--- config.mk ---
export PLATFORM = sky130hd
export DESIGN_NAME = simon_seq_engine
export DESIGN_NICKNAME = d
export VERILOG_FILES = /design/src/rtl/simon_seq_engine.sv
export SDC_FILE = /design/constraint.sdc
export NUM_CORES = 1
export LEC_CHECK = 0
export ABC_AREA = 1
export BUFFER_PORTS_ARGS = -buffer_cell sky130_fd_sc_hd__buf_2
export CORE_AREA = 2 2 112 223
export DETAILED_ROUTE_END_ITERATION = 8
export DIE_AREA = 0 0 114 225
export GPL_TIMING_DRIVEN = 0
export HOLD_SLACK_MARGIN = 0.06
export PLACE_DENSITY = 0.43
export SYNTH_ARGS = -nofsm -noshare
export SYNTH_HDL_FRONTEND = slang
export SYNTH_SLANG_ARGS = --single-unit
--- constraint.sdc ---
create_clock -name Clk -period 6.91 [get_ports Clk]
set_input_delay 2.073 -clock Clk [delete_from_list [all_inputs] [get_ports Clk]]
set_output_delay 2.073 -clock Clk [all_outputs]
set_load 0.02 [all_outputs]
--- src/rtl/simon_seq_engine.sv ---
// simon_seq_engine: Simon-style memory game controller.
// A free-running LFSR supplies one new colour per round; the stored sequence
// is replayed with timed on/gap phases, then the player's presses are
// checked one element at a time.  State is exported as a one-hot register.
module simon_seq_engine #(
  parameter int          NUM_BTNS       = 4,
  parameter int          MAX_LEN        = 16,
  parameter int          SHOW_CYCLES    = 25_000_000,
  parameter int          GAP_CYCLES     = 12_500_000,
  parameter int          TIMEOUT_CYCLES = 250_000_000,
  parameter int          SCORE_W        = 9,
  parameter logic [15:0] SEED           = 16'hACE1,
  localparam int         CW             = (NUM_BTNS > 1) ? $clog2(NUM_BTNS) : 1,
  localparam int         LW             = $clog2(MAX_LEN + 1)
) (
  input  logic               Clk,
  input  logic               Reset,
  input  logic               Start,
  input  logic               On,
  input  logic [NUM_BTNS-1:0] Btn,
  output logic [9:0]         state,
  output logic               show_valid,
  output logic [CW-1:0]      show_color,
  output logic [LW-1:0]      level,
  output logic [SCORE_W-1:0] score
);

  localparam int PW   = (MAX_LEN > 1) ? $clog2(MAX_LEN) : 1;
  localparam int T1   = (SHOW_CYCLES > GAP_CYCLES) ? SHOW_CYCLES : GAP_CYCLES;
  localparam int TMAX = (T1 > TIMEOUT_CYCLES) ? T1 : TIMEOUT_CYCLES;
  localparam int TW   = $clog2(TMAX + 1);
  localparam int SW   = ((SCORE_W > LW) ? SCORE_W : LW) + 1;

  localparam logic [TW-1:0] SHOW_LAST = TW'(SHOW_CYCLES - 1);
  localparam logic [TW-1:0] GAP_LAST  = TW'(GAP_CYCLES - 1);
  localparam logic [TW-1:0] TO_LAST   = TW'(TIMEOUT_CYCLES - 1);
  localparam logic [CW:0]   NB        = (CW + 1)'(NUM_BTNS);

  typedef enum logic [9:0] {
    S_IDLE     = 10'b00_0000_0001,
    S_GEN      = 10'b00_0000_0010,
    S_SHOW_ON  = 10'b00_0000_0100,
    S_SHOW_GAP = 10'b00_0000_1000,
    S_WAIT_IN  = 10'b00_0001_0000,
    S_RELEASE  = 10'b00_0010_0000,
    S_CHECK    = 10'b00_0100_0000,
    S_LOST     = 10'b00_1000_0000,
    S_WIN      = 10'b01_0000_0000,
    S_OFF      = 10'b10_0000_0000
  } state_t;

  state_t             st;
  logic [15:0]        lfsr;
  logic [CW-1:0]      seq [MAX_LEN];
  logic [PW-1:0]      pos;
  logic [PW-1:0]      play_idx;
  logic [CW-1:0]      b_idx;
  logic [TW-1:0]      timer;
  logic [CW-1:0]      raw_el;
  logic [CW-1:0]      new_el;
  logic [PW-1:0]      wr_idx;
  logic               btn_one;
  logic [CW-1:0]      btn_idx;

  // Score accumulation clamps at all-ones instead of wrapping.
  function automatic logic [SCORE_W-1:0] sat_add(input logic [SCORE_W-1:0] a,
                                                 input logic [LW-1:0] b);
    logic [SW-1:0] s;
    s = SW'(a) + SW'(b);
    if (s > SW'({SCORE_W{1'b1}})) return '1;
    else return s[SCORE_W-1:0];
  endfunction

  assign state   = st;
  assign raw_el  = lfsr[CW-1:0];
  assign new_el  = ({1'b0, raw_el} >= NB) ? CW'({1'b0, raw_el} - NB) : raw_el;
  assign wr_idx  = PW'(level - LW'(1));
  assign btn_one = (Btn != '0) && ((Btn & (Btn - NUM_BTNS'(1))) == '0);

  // Index of the pressed button; only meaningful when exactly one bit is set.
  always_comb begin
    btn_idx = '0;
    for (int i = 0; i < NUM_BTNS; i++)
      if (Btn[i]) btn_idx = CW'(i);
  end

  // Galois LFSR, taps x^16+x^14+x^13+x^11, stepping every cycle.
  always_ff @(posedge Clk or posedge Reset) begin
    if (Reset) lfsr <= SEED;
    else       lfsr <= {1'b0, lfsr[15:1]} ^ (lfsr[0] ? 16'hB400 : 16'h0000);
  end

  // Sequence storage: one element appended per round, never cleared.
  always_ff @(posedge Clk) begin
    if (st == S_GEN) seq[wr_idx] <= new_el;
  end

  // Game FSM with registered outputs; On low overrides every transition.
  always_ff @(posedge Clk or posedge Reset) begin
    if (Reset) begin
      st         <= S_IDLE;
      show_valid <= 1'b0;
      show_color <= '0;
      level      <= '0;
      score      <= '0;
      pos        <= '0;
      play_idx   <= '0;
      b_idx      <= '0;
      timer      <= '0;
    end else begin
      show_valid <= 1'b0;
      if (!On && st != S_OFF) begin
        st <= S_OFF;
      end else begin
        case (st)
          S_IDLE: begin
            level <= LW'(1);
            score <= '0;
            pos   <= '0;
            if (Start && On) st <= S_GEN;
          end
          S_GEN: begin
            // The element written this cycle is not in seq yet, so a
            // first-round playback takes it straight from the LFSR.
            play_idx   <= '0;
            timer      <= '0;
            show_valid <= 1'b1;
            show_color <= (level == LW'(1)) ? new_el : seq[0];
            st         <= S_SHOW_ON;
          end
          S_SHOW_ON: begin
            if (timer == SHOW_LAST) begin
              timer <= '0;
              st    <= S_SHOW_GAP;
            end else begin
              timer      <= timer + TW'(1);
              show_valid <= 1'b1;
            end
          end
          S_SHOW_GAP: begin
            if (timer == GAP_LAST) begin
              timer <= '0;
              if (LW'(play_idx) < level - LW'(1)) begin
                play_idx   <= play_idx + PW'(1);
                show_color <= seq[play_idx + PW'(1)];
                show_valid <= 1'b1;
                st         <= S_SHOW_ON;
              end else begin
                pos <= '0;
                st  <= S_WAIT_IN;
              end
            end else begin
              timer <= timer + TW'(1);
            end
          end
          S_WAIT_IN: begin
            if (btn_one) begin
              b_idx <= btn_idx;
              st    <= S_RELEASE;
            end else if (TIMEOUT_CYCLES != 0 && timer == TO_LAST) begin
              st <= S_LOST;
            end else begin
              timer <= timer + TW'(1);
            end
          end
          S_RELEASE: begin
            if (Btn == '0) st <= S_CHECK;
          end
          S_CHECK: begin
            if (b_idx != seq[pos]) begin
              st <= S_LOST;
            end else if (LW'(pos) < level - LW'(1)) begin
              pos   <= pos + PW'(1);
              timer <= '0;
              st    <= S_WAIT_IN;
            end else begin
              score <= sat_add(score, level);
              if (level == LW'(MAX_LEN)) begin
                st <= S_WIN;
              end else begin
                level <= level + LW'(1);
                pos   <= '0;
                st    <= S_GEN;
              end
            end
          end
          S_LOST, S_WIN, S_OFF: begin
            if (Start && On) st <= S_IDLE;
          end
          default: st <= S_IDLE;
        endcase
      end
    end
  end

endmodule

# Word level (Yosys, flattened, before mapping)

Memory sizes are Yosys's and may differ from the RTL's.
Index checks and enable logic that the tools add are counted.

Magnitude comparators: 3
Reductions and logical operators: 19
Muxes and demuxes: 52
Equal/unequal tests: 33
Add/sub/neg operators: 7
Bitwise operators: 3

Operator list:

| kind                                                  | number |
|---|---|
| 2-to-1 mux 28 bit                                     | 6 |
| one-hot mux 28 bit (5 select lines)                   | 1 |
| 2-to-1 mux 10 bit                                     | 8 |
| one-hot mux 10 bit (8 select lines)                   | 1 |
| 2-to-1 mux 9 bit                                      | 6 |
| adder 28 x 1 -> 28 bit, second input constant         | 1 |
| equality test 28 x 24 -> 1 bit, second input constant | 1 |
| equality test 28 x 25 -> 1 bit, second input constant | 1 |
| equality test 28 bit, second input constant           | 1 |
| 2-to-1 mux 4 bit                                      | 7 |
| 2-to-1 mux 5 bit                                      | 4 |
| != test 2 bit, second input constant                  | 9 |
| != test 3 bit, second input constant                  | 6 |
| one-hot mux 9 bit (2 select lines)                    | 1 |
| AND reduction 6 bit                                   | 3 |
| 2-to-1 mux 16 bit                                     | 1 |
| XOR 15 x 16 -> 16 bit                                 | 1 |
| one-hot mux 4 bit (3 select lines)                    | 1 |
| adder 9 x 5 -> 10 bit                                 | 1 |
| equality test 10 x 1 -> 1 bit, second input constant  | 1 |
| equality test 10 bit, second input constant           | 1 |
| equality test 10 x 2 -> 1 bit, second input constant  | 1 |
| equality test 10 x 3 -> 1 bit, second input constant  | 1 |
| equality test 10 x 4 -> 1 bit, second input constant  | 1 |
| other kinds (35)                                      | 52 |

Bits in registers: 81
Input bits: 8
Memories: 1
RAM bits: 32

Memories:

| memory | words | bits a word | rd ports | clocked after Yosys merged registers in | write ports | line | source |
|---|---|---|---|---|---|---|---|
| seq    | 16    | 2           | 3        | 0                                       | 1           | 54   | `logic [CW-1:0] seq [MAX_LEN];` |

# Longest topological paths before layout

Depth in word-level cells: 7
Gate-level depth with buffers: 18

# Worst setup path before layout

Ideal clock, no wire load.

Path type: input to register
From: input port Btn[3]
To: register st[8] (netlist: state[8])
Required time: 6.784 ns
Cell stages on the path: 12
Slack: 3.563 ns
Library setup time: 0.126 ns
Arrival time: 3.221 ns
Path through: nor2_1 nor2_1 a211oi_1 nor2_2 nand2_1 nand2_1 nor2_1 nand2_1 nand2_1 inv_2 nand2_1 o21ai_0

Longest elaborated chain between the ends: 7
Elaborated cells between the ends (all ways): 12
Those cells by class: add/sub (1); eq/ne (2); mux (3); bitwise (1); reduce/logical (5)

Ends and longest elaborated chain:

| element                             | line | source |
|---|---|---|
| from (decl)                         | 20   | `input logic [NUM_BTNS-1:0] Btn,` |
| subtractor 4 x 1 -> 4 bit           | 78   | `assign btn_one = (Btn != '0) && ((Btn & (Btn - NUM_BTNS'(1))) == '0);` |
| bitwise AND 4 bit                   | 78   |  |
| logical NOT 4 bit                   | 78   |  |
| logical AND 1 bit                   | 78   |  |
| 2-to-1 mux 10 bit                   | 157  | `if (btn_one) begin` |
| one-hot mux 10 bit (8 select lines) | 115  | `case (st)` |
| 2-to-1 mux 10 bit                   | 112  | `if (!On && st != S_OFF) begin` |
| to (signal assigned)                | 113  | `st <= S_OFF;` |
| to (signal assigned)                | 159  | `st <= S_RELEASE;` |
| to (signal assigned)                | 161  | `st <= S_LOST;` |
| to (decl)                           | 52   | `state_t st;` |

Parallel ways exist; a longest one is shown, timed or not.
A chain may end at the register's enable or synchronous reset.

# Final worst setup path

Ends and elaborated chain as after synthesis.

==> impl.org <==
** Synthesis
- Top cell types by occurrence after synthesis :: sky130_fd_sc_hd__nand2_1 (255), sky130_fd_sc_hd__inv_1 (140), sky130_fd_sc_hd__nand3_1 (127)
- Adder-cell area share of the yosys netlist :: 3.75%
- The cell count after synthesis came out at 1044.
- The share of synthesized area in the top cell type comes to 23.9%.
- Synthesis produced a netlist with a net count of 1074.
- Ys async rst share :: 71.7%
- Netlist area before placement :: 7550 µm²
- By area, the combinational part of the netlist is dominated by simple AND/OR/NAND/NOR gates.
- Average cell area after synthesis :: 7.23 µm²
- For this run, the number of Yosys warnings is 0.
- Sequential elements use 39.7% of the synthesized area.
- Of all cell types, the one taking the most synthesized area is sky130_fd_sc_hd__dfrtp_1.
- Top post-synthesis cells by area :: sky130_fd_sc_hd__dfrtp_1 (24%), sky130_fd_sc_hd__edfxtp_1 (13%), sky130_fd_sc_hd__nand2_1 (13%)
- Count of flip-flops with a built-in enable after synthesis :: 32
- Count of different cell masters after synthesis :: 38
- Counting flops and latches in the post-synthesis netlist gives 113.
- Of the total synthesized cell area, the portion taken by XOR and XNOR cells is about 3.6%.
- Summing the areas of all compound-gate instances in the mapped netlist gives 10.4% of the synthesized area.
- Post-synth top flop :: sky130_fd_sc_hd__dfrtp_1
- The synthesized netlist devotes 33.0% of its cell area to simple gates.
- Post-synthesis mux area share :: 0%
- By instance count, the leading cell after synthesis is sky130_fd_sc_hd__nand2_1.

** Drt
- Once detail routing completed, the nets flagged for antenna violations numbered 0.
- Iter 0 DRT Violations :: 416
- For this block, the via count after detailed routing is ~7300.
- WL/cell :: 20.9 µm
- After detailed routing, the number of remaining DRC violations is 0.
- Dividing the detail-routed via count by the number of cells gives 5.25.
- Number of detailed-route iterations in the first pass :: 4
- Total Routed Length :: 29200 µm

** Timing
- Final sum of negative setup slack :: 0 ns
- Setup repair after global routing missed its margin :: no
- Actual slew at the worst max-slew pin :: 0.840 ns
- Slew HR :: 43.6%
- The number of hold-slack violations in the final timing report was 0.
- Final setup viols :: 0
- Fin crit period :: approximately 3.6 ns
- Max frequency :: 0.281 GHz
- In the finished design, the share of the clock period the worst path needs comes to ~50%.
- Number of max-slew violations in the final report :: 0
- The clock arrives with 0.0112 ns of skew.

** Power
- Clock Power Share :: 28.2%
- Static Leak :: between 3 and 4 nW
- Cell internal power was estimated by the tool at 1.73 mW.
- Switching power as a share of total power :: 45.7%
- Final total power :: 3.18 mW
- Share of power burned in registers :: 30.5%
- Comb power frac :: 41.3%
- IR analysis of the VDD net gives a maximum drop of between 150 and 200 µV.
- Net Switching :: 1.45 mW
- Pwr/cell area :: 365 nW/µm²

** Worst setup path
- Grouping stages by cell kind, the critical path spends the most delay in simple AND/OR/NAND/NOR gates.
- Critical setup path kind :: primary input to flip-flop
- For the worst setup path, the data arrival time is 3.87 ns.
- Cell at the slowest stage of the critical path :: sky130_fd_sc_hd__a211oi_1
- Buffer and inverter count on the worst path :: 2
- CP dominant cell by count :: sky130_fd_sc_hd__nand2_1
- The worst setup path is captured at a flip-flop.
- Slowest Stage Delay on Critical Path :: approximately 0.35 ns
- In this run the register-to-register setup slack is 3.44 ns.
- The critical path goes through buf_2 -> nor2_1 -> nor2_1 -> a211oi_1 -> nor2_2 -> nand2_1 -> nand2_1 -> nor2_1 -> nand2_1 -> nand2_1 -> inv_2 -> nand2_1 -> o21ai_0.
- Worst path required time :: 7.23 ns
- Setup crit start kind :: primary input
- Biggest fanout along the worst timing path :: 4

** Global route
- Pin count of the biggest net entering global routing :: between 40 and 50
- Initial antenna violation count :: 1
- The first global-routing pass estimated 44100 µm of wire.
- The total overflow left after global routing is 0.
- The via count of the first global-routing pass came to 7534.
- Across every metal layer, demand over resource in global routing totals 23.8%.

** Place
- I/O Buffers :: 34
- The HPWL after detailed placement is approximately 24000 µm.
- Routability cong. :: 0.984

** Outcome
- The run finished with clean final reports.

** CTS
- CTS tree :: built
- Counting the buffers created by CTS gives 17.
- Clk buf depth :: 2
- CTS saw 113 sinks.
- The H-tree generated during clock tree synthesis spans 4 levels.
- Clock transition at path regs :: 0.06 ns
- Post-CTS timing repair inserted 0 buffers for setup.
- Skew-Pair Late Insertion Delay :: 0.44 ns
- Gates resized, CTS repair :: 0
- Hold repair after CTS inserted 0 buffers.
- Clock Tree Root :: sky130_fd_sc_hd__clkbuf_16

** Floorplanning
- During I/O placement, the number of pins put on the boundary was 35.
- For this configuration, the core starts out at a cell density of 31.7%.
- Width of the die :: 114 µm
- The die covers between 20000 and 30000 µm².
- Measured along the y axis, the die boundary spans approximately 230 µm.
- Floorplan row count :: 80
- The core region is 23800 µm².

** Layout
- Counting the fill cells in the layout gives 2611.
- Compared with the post-synthesis result, the final layout area differs by 15.3%.
- Fraction of final layout cells sized beyond drive strength 1 :: between 10 and 15%
- The repair_antennas step left the layout with diodes totalling 0.
- At the end of the flow, the number of nets in the layout was between 1000 and 1500.

** Min path
- Hold Path Class :: flip-flop to flip-flop

** Job
- Maximum Capacitance Violations :: 0
placed cells by master (no fill, tap or decap), types with 12 or more instances in the layout:
cell type                   instances
sky130_fd_sc_hd__inv_1            139
sky130_fd_sc_hd__nand2_1          255
sky130_fd_sc_hd__nor2_1            92
sky130_fd_sc_hd__clkbuf_1          12
sky130_fd_sc_hd__nand3_1          127
sky130_fd_sc_hd__nand4_1           30
sky130_fd_sc_hd__o21ai_1           29
sky130_fd_sc_hd__edfxtp_1          32
sky130_fd_sc_hd__a21oi_1           31
sky130_fd_sc_hd__xor2_1            25
sky130_fd_sc_hd__buf_2             39
sky130_fd_sc_hd__dfrtp_1           72
sky130_fd_sc_hd__ha_1              21
sky130_fd_sc_hd__clkbuf_16         17
sky130_fd_sc_hd__o211ai_1          14
sky130_fd_sc_hd__nor3_1            31
sky130_fd_sc_hd__o21ai_0           57
cell families after synthesis:
group,Yosys count
xor+xnor,31
flops,113
simple gates,558
compound gates,145
fa+ha+maj,22
buf+inv,175
power by group through the flow:
stage,clock (mW),sequential [mW],combinational [mW]
CTS,0.921,0.965,1.31
global route,0.945,0.982,1.47
detailed placement,0,0.975,1.30
finish,0.897,0.969,1.31
global placement,0,0.979,1.29
floorplan,0,0.938,0.895
flip-flops by register name, summed over array words and instances (netlist names):
| signal | cells |
|---|---|
| lfsr | 16 |
| show_valid | 1 |
| timer | 28 |
| play_idx | 4 |
| b_idx | 2 |
| level | 5 |
| show_color | 2 |
| pos | 4 |
| state | 10 |
| seq | 32 |
| score | 9 |
layer usage:
| metal | routed length (µm) | vias up | track usage [%] |
|---|---|---|---|
| li1 | - | 3574 | - |
| met1 | 8760 | 3459 | 19.6 |
| met2 | 17300 | 199 | 47.8 |
| met3 | 829 | 101 | 4.03 |
| met4 | 2320 | 2 | 17.8 |
| met5 | 13 | - | 0 |
worst reg2reg max path, stage by stage (launching register included):
cell                      delay, ns
sky130_fd_sc_hd__dfrtp_1       0.65
sky130_fd_sc_hd__inv_1         0.21
sky130_fd_sc_hd__ha_1          0.30
sky130_fd_sc_hd__xnor2_1       0.50
sky130_fd_sc_hd__ha_1          0.35
sky130_fd_sc_hd__nand2_1       0.07
sky130_fd_sc_hd__nand2_1       0.05
sky130_fd_sc_hd__nand2_1       0.05
sky130_fd_sc_hd__nand2_1       0.06
sky130_fd_sc_hd__nand2_1       0.20
sky130_fd_sc_hd__nor2_1        0.13
sky130_fd_sc_hd__inv_1         0.10
sky130_fd_sc_hd__nand2_2       0.10
sky130_fd_sc_hd__nor2_8        0.23
sky130_fd_sc_hd__buf_4         0.25
sky130_fd_sc_hd__o21ai_1       0.09
cell type report:
class                           count  area [µm²]  area share (%)
Multi-Input combinational cell    756        3830            44.0
Sequential cell                   113        3000            34.5
Inverter                          149         562            6.46
Clock buffer                       19         443            5.09
Tap cell                          287         359            4.13
Timing Repair Buffer               35         198            2.27
Buffer                             26         160            1.84
Clock inverter                     13         150            1.73
stage by stage:
step	hold slack (ns)	std cells	utilization [%]	area, µm²	setup slack, ns
floorplan	0.331	1044	-	7550	2.77
CTS	0.354	1398	36.5	8700	3.37
global placement	0.337	1365	33.9	8080	1.30
detailed placement	0.338	1366	34.0	8110	2.97
finish	0.350	1398	36.5	8700	3.35
global route	0.362	1398	36.5	8700	3.16
worst paths after layout:
path,startpoint,end,depth (start not counted)
max in group asynchronous,Reset,lfsr[7],3
hold / removal,lfsr[2],lfsr[1],0
min in group asynchronous,Reset,state[5],2
setup reg to reg,level[0],timer[10],15
hold reg to reg,lfsr[2],lfsr[1],0
setup / recovery,Btn[3],state[8],13
Note: power is estimated with default switching activity, not from simulation.
